[config.mk]
export PLATFORM = sky130hd
export DESIGN_NAME = wrr_tx_scheduler
export DESIGN_NICKNAME = d
export VERILOG_FILES = /design/src/rtl/wrr_pkg.sv /design/src/rtl/wrr_rr_pick.sv /design/src/rtl/wrr_tx_scheduler.sv
export SDC_FILE = /design/constraint.sdc
export NUM_CORES = 1
export LEC_CHECK = 0
export BUFFER_PORTS_ARGS = -buffer_cell sky130_fd_sc_hd__buf_2
export CORE_AREA = 8 8 76 72
export DETAILED_ROUTE_END_ITERATION = 6
export DIE_AREA = 0 0 84 80
export PLACE_DENSITY = 0.64
export SYNTH_ARGS = -nofsm -noshare
export SYNTH_HDL_FRONTEND = slang
export SYNTH_SLANG_ARGS = --single-unit
[constraint.sdc]
create_clock -name clk -period 3.3 [get_ports clk]
set_input_delay 0.33 -clock clk [delete_from_list [all_inputs] [get_ports clk]]
set_output_delay 0.33 -clock clk [all_outputs]
set_load 0.02 [all_outputs]
[src/rtl/wrr_pkg.sv]
// Shared types and defaults for the weighted round-robin TX scheduler.
package wrr_pkg;

  typedef enum logic [1:0] {
    IDLE  = 2'd0,
    GRANT = 2'd1,
    GAP   = 2'd2
  } state_e;

  localparam int WW_DEF     = 4;
  localparam int WEIGHT_RST = 1;

endpackage

[src/rtl/wrr_rr_pick.sv]
// Circular first-set-bit picker: lowest eligible index at or above ptr,
// falling back to the lowest eligible index overall when nothing is above.
module wrr_rr_pick #(
  parameter int N   = 4,
  parameter int IDW = $clog2(N)
) (
  input  logic [N-1:0]   elig,
  input  logic [IDW-1:0] ptr,
  output logic           any,
  output logic [IDW-1:0] idx
);

  logic           m_any;
  logic           u_any;
  logic [IDW-1:0] m_idx;
  logic [IDW-1:0] u_idx;

  // Scan downwards so the lowest matching index is the one left standing.
  always_comb begin
    m_any = 1'b0;
    m_idx = '0;
    u_any = 1'b0;
    u_idx = '0;
    for (int i = N - 1; i >= 0; i--) begin
      if (elig[i] && (i >= int'(ptr))) begin
        m_any = 1'b1;
        m_idx = IDW'(i);
      end
      if (elig[i]) begin
        u_any = 1'b1;
        u_idx = IDW'(i);
      end
    end
  end

  assign any = u_any;
  assign idx = m_any ? m_idx : u_idx;

endmodule

[src/rtl/wrr_tx_scheduler.sv]
// Weighted round-robin scheduler sharing one TX packet pipeline between N queues.
// Handshake: a grant transfers on a cycle where gnt_valid && gnt_ready; gnt_id/gnt_last hold until then.
module wrr_tx_scheduler
  import wrr_pkg::*;
#(
  parameter int N   = 4,
  parameter int IDW = $clog2(N),
  parameter int WW  = WW_DEF
) (
  input  logic           clk,
  input  logic           rst_an,
  input  logic           sched_en,
  input  logic [N-1:0]   req,
  input  logic           cfg_we,
  input  logic [IDW-1:0] cfg_idx,
  input  logic [WW-1:0]  cfg_weight,
  output logic           gnt_valid,
  output logic [IDW-1:0] gnt_id,
  output logic           gnt_last,
  input  logic           gnt_ready,
  output logic           busy
);

  state_e         state;
  state_e         state_n;
  logic [WW-1:0]  weight [N];
  logic [IDW-1:0] ptr;
  logic [IDW-1:0] ptr_n;
  logic [IDW-1:0] cur;
  logic [IDW-1:0] cur_n;
  logic [IDW-1:0] cur_inc;
  logic [IDW-1:0] pick_ptr;
  logic [IDW-1:0] pick_idx;
  logic [WW:0]    cnt;
  logic [WW:0]    cnt_n;
  logic [WW:0]    cnt_inc;
  logic [WW:0]    weight_cur;
  logic [N-1:0]   elig;
  logic           pick_any;
  logic           stay;

  always_comb begin
    for (int i = 0; i < N; i++) begin
      elig[i] = req[i] && (weight[i] != '0);
    end
  end

  assign cur_inc    = (int'(cur) == N - 1) ? '0 : cur + 1'b1;
  assign cnt_inc    = cnt + 1'b1;
  assign weight_cur = {1'b0, weight[cur]};
  assign stay       = sched_en && req[cur] && (cnt < weight_cur);
  // A turn ending in GAP searches from the slot after cur, not the stale ptr.
  assign pick_ptr   = (state == GAP) ? cur_inc : ptr;

  wrr_rr_pick #(.N(N), .IDW(IDW)) u_pick (
    .elig (elig),
    .ptr  (pick_ptr),
    .any  (pick_any),
    .idx  (pick_idx)
  );

  always_ff @(posedge clk or negedge rst_an) begin
    if (!rst_an) begin
      for (int i = 0; i < N; i++) begin
        weight[i] <= WW'(WEIGHT_RST);
      end
    end else if (cfg_we && (int'(cfg_idx) < N)) begin
      weight[cfg_idx] <= cfg_weight;
    end
  end

  always_ff @(posedge clk or negedge rst_an) begin
    if (!rst_an) begin
      state <= IDLE;
      ptr   <= '0;
      cur   <= '0;
      cnt   <= '0;
    end else begin
      state <= state_n;
      ptr   <= ptr_n;
      cur   <= cur_n;
      cnt   <= cnt_n;
    end
  end

  always_comb begin
    state_n = state;
    ptr_n   = ptr;
    cur_n   = cur;
    cnt_n   = cnt;
    case (state)
      IDLE: begin
        if (sched_en && pick_any) begin
          cur_n   = pick_idx;
          cnt_n   = '0;
          state_n = GRANT;
        end
      end
      GRANT: begin
        if (gnt_ready) begin
          cnt_n   = cnt_inc;
          state_n = GAP;
        end
      end
      GAP: begin
        if (stay) begin
          state_n = GRANT;
        end else begin
          ptr_n = cur_inc;
          if (sched_en && pick_any) begin
            cur_n   = pick_idx;
            cnt_n   = '0;
            state_n = GRANT;
          end else begin
            state_n = IDLE;
          end
        end
      end
      default: state_n = IDLE;
    endcase
  end

  assign gnt_valid = (state == GRANT);
  assign gnt_id    = cur;
  assign gnt_last  = (state == GRANT) && (cnt_inc >= weight_cur);
  assign busy      = (state != IDLE);

endmodule

==> flow_summary.ini <==
[synth]
synthFlopType = dfrtp_1
syn_inst = 125
synth_compound_area_share_pct = 11.7
synth-edff-count = 0
ys_seq_elements = 27
synthAdderAreaFrac_pct = 7.76
yosysWarnings = 0
syn_avg_cell_area_um2 = 12.9
synth_xor_xnor_area_share_pct = 1.63
synth.area.mux_share_pct = 25.2
synth_seq_area_share_pct = 42.2
synth_area_um2 = 1610
syn_nets = 150
synth_top_family_by_area = multiplexers
yosysUniqueCellTypes = 37
yosys.area_share.simple_pct = 8.92
synthArstFlopShare_pct = 100

[floorplan]
io_pins = 20
row_count = 23
coreArea_um2 = 4230
die_w_um = 84
start_util_pct = 38.1
die_y_um = 80
dieArea_um2 = 6720

[worst_setup_path]
end_kind = output pin
worstSetupPathType = reg -> out
arrival_ns = 2.44
cp_max_fo = 8
start_kind = flop
cp.required_ns = 2.97

[global_routing]
gr-usage-met3_pct = 3.88
antenna_found_initial = 0
grt-busiest-layer = met2
grt_use_total_pct = 10.9
grt.overflow.total = 0
grt_pass1_vias = 1195
grt_use_met1_pct = 13.9
grt_max_degree = 28
met2_usage_pct = 17.8
grt_pass1_wl_um = 6040

[pwr]
ir_worst_vdd_uv = 359
power.density_nw_per_um2 = 719
p_leak_nw = 0.811

[clock_network]
postCtsSetupRepairBufs = 0
cts_max_path_buffers = 2
post_cts_resized = 0
clk_pin_slew_ns = 0.10
worst_skew_pair.late_latency_ns = 0.28
numCtsBuffers = 3
cts_root_buffer = clkbuf_8
cts_tree = yes
htree_levels = 1
cts.sinks = 27
holdBufCountCts = 0

[min_path]
hold_class = in -> async

[sta]
min_period_ns = 2.77
drv_slew = 0
slew_headroom_pct = 57.5
setup-tns-final_ns = 0
tightest_slew_ns = 0.636
setup_violations = 0
finClkSkew_ns = 0.00299
finalHoldViolCount = 0
post-route-period-util_pct = 84.1
timing.fmax_ghz = 0.360
rsz0062_at_grt = false

[placed_design]
numPortBuffers = 19
hpwl_um = 2740
gp_congestion = 0.855
place_area_um2 = 1760

[run_status]
status = finished, final reports clean

[routing]
routed_wl_um = 3450
avgViaCountPerCell = 5.56
drt_iter0_drc = 36
drtPass1Iterations = 4
ant_nets = 0
wl_per_cell_um = 17.6
drt_drc_violations_left = 0
num_vias = 1090

[finish]
fin_util_pct = 42.7
diodes = 0
num-nets-final = 172
drive_above_1_share_pct = 36.3
areaGrowthSynthToFinish_pct = 11.9
stdcell_area_um2 = 1810

[run]
cap_violations = 0
## Yosys cell counts (all sizes together) (2+ instances only)
library cell / n / area [µm²]
a22o: 4 / 35.0
dfrtp: 23 / 576
dfstp: 4 / 105
o21ai: 3 / 15.0
ha: 10 / 125
mux4: 5 / 124
nand3b: 2 / 15.0
mux2: 23 / 263
nor3b: 3 / 22.5
nand3: 4 / 20.0
a21oi: 2 / 10.0
inv: 7 / 26.3
o31ai: 2 / 15.0
o41ai: 3 / 41.3
nor2b: 3 / 21.3
a221oi: 2 / 17.5
nand2: 4 / 15.0
nor2: 4 / 15.0
mux2i: 2 / 20.0
xnor2: 2 / 17.5
o41a: 2 / 22.5
## placed cells by master (no fill, tap or decap), types with 4 or more instances in the layout
master,n
nand2_1,4
nor2_1,4
inv_1,7
buf_2,19
mux2_1,5
dfrtp_1,23
a22o_1,4
ha_1,10
mux2_2,17
nand3_1,4
dfstp_2,4
## power breakdown
group,switching [mW],internal (mW),total [mW]
combinational,0.274,0.291,0.565
clock,0.117,0.0889,0.206
sequential,0.107,0.419,0.526
## through the flow
step                      std cells  hold WS (ns)  setup WS [ns]  power (mW)
after CTS                       196        0.0623          0.496        1.31
final                           196        0.0408          0.526        1.30
after floorplan                 125        0.0344          0.747       0.955
after detailed placement        192         0.376          0.708        1.11
after global placement          192         0.361          0.746        1.08
after global routing            196        0.0857          0.343        1.42
## worst max-delay path, cell delays in order (launching register included)
cell     delay [ns]
dfrtp_1        0.56
mux4_1         0.64
ha_1           0.30
nand2_1        0.06
a21oi_1        0.16
nor2b_1        0.06
o21ai_0        0.16
a21oi_1        0.08
buf_2          0.16
## layer usage
metal  share of wire, %  up-vias
met4               0.35        0
met3                5.7        2
met5                  0        -
met2                 46       31
met1                 48      536
li1                   -      521
## state kept, by name, summed over array words and instances (netlist names)
name and cells:
cnt 5, weight 16, state 2, ptr 2, gnt_id 2
## cell families (layout without fill, tap and decap cells)
group | Yosys count | in the layout
adders and majority gates | 10 | 10
buffers and inverters | 9 | 30
AOI/OAI and AO/OA | 21 | 21
and+or+nand+nor | 25 | 25
DFF | 27 | 27
muxes | 30 | 30
xor gates and xnor gates | 3 | 3
## cell type report
class                   count  area [µm²]
clock buffers               3        41.3
clock inverters             1        8.76
flip-flops and latches     27         681
inverters                   7        26.3
multi-input cells          89         891
well taps                  50        62.6
fillers                   400        2420
repair buffers             19        95.1
## final timing paths
path                                       start                     end  slack, ns  cells past startpoint
max                        gnt_id[1]$_DFFE_PN0P_                gnt_last       0.53                      8
min                                       rst_an      cnt[2]$_DFFE_PN0P_       0.04                      1
max reg2reg                gnt_id[1]$_DFFE_PN0P_   gnt_id[1]$_DFFE_PN0P_       0.71                      8
min reg2reg                   ptr[0]$_DFFE_PN0P_      ptr[0]$_DFFE_PN0P_       0.51                      1
max in group asynchronous                 rst_an  weight[11]$_DFFE_PN0P_       2.87                      1
min in group clk                   cfg_weight[2]  weight[14]$_DFFE_PN0P_       0.32                      2
No activity file was read; power rests on OpenSTA's default activity.
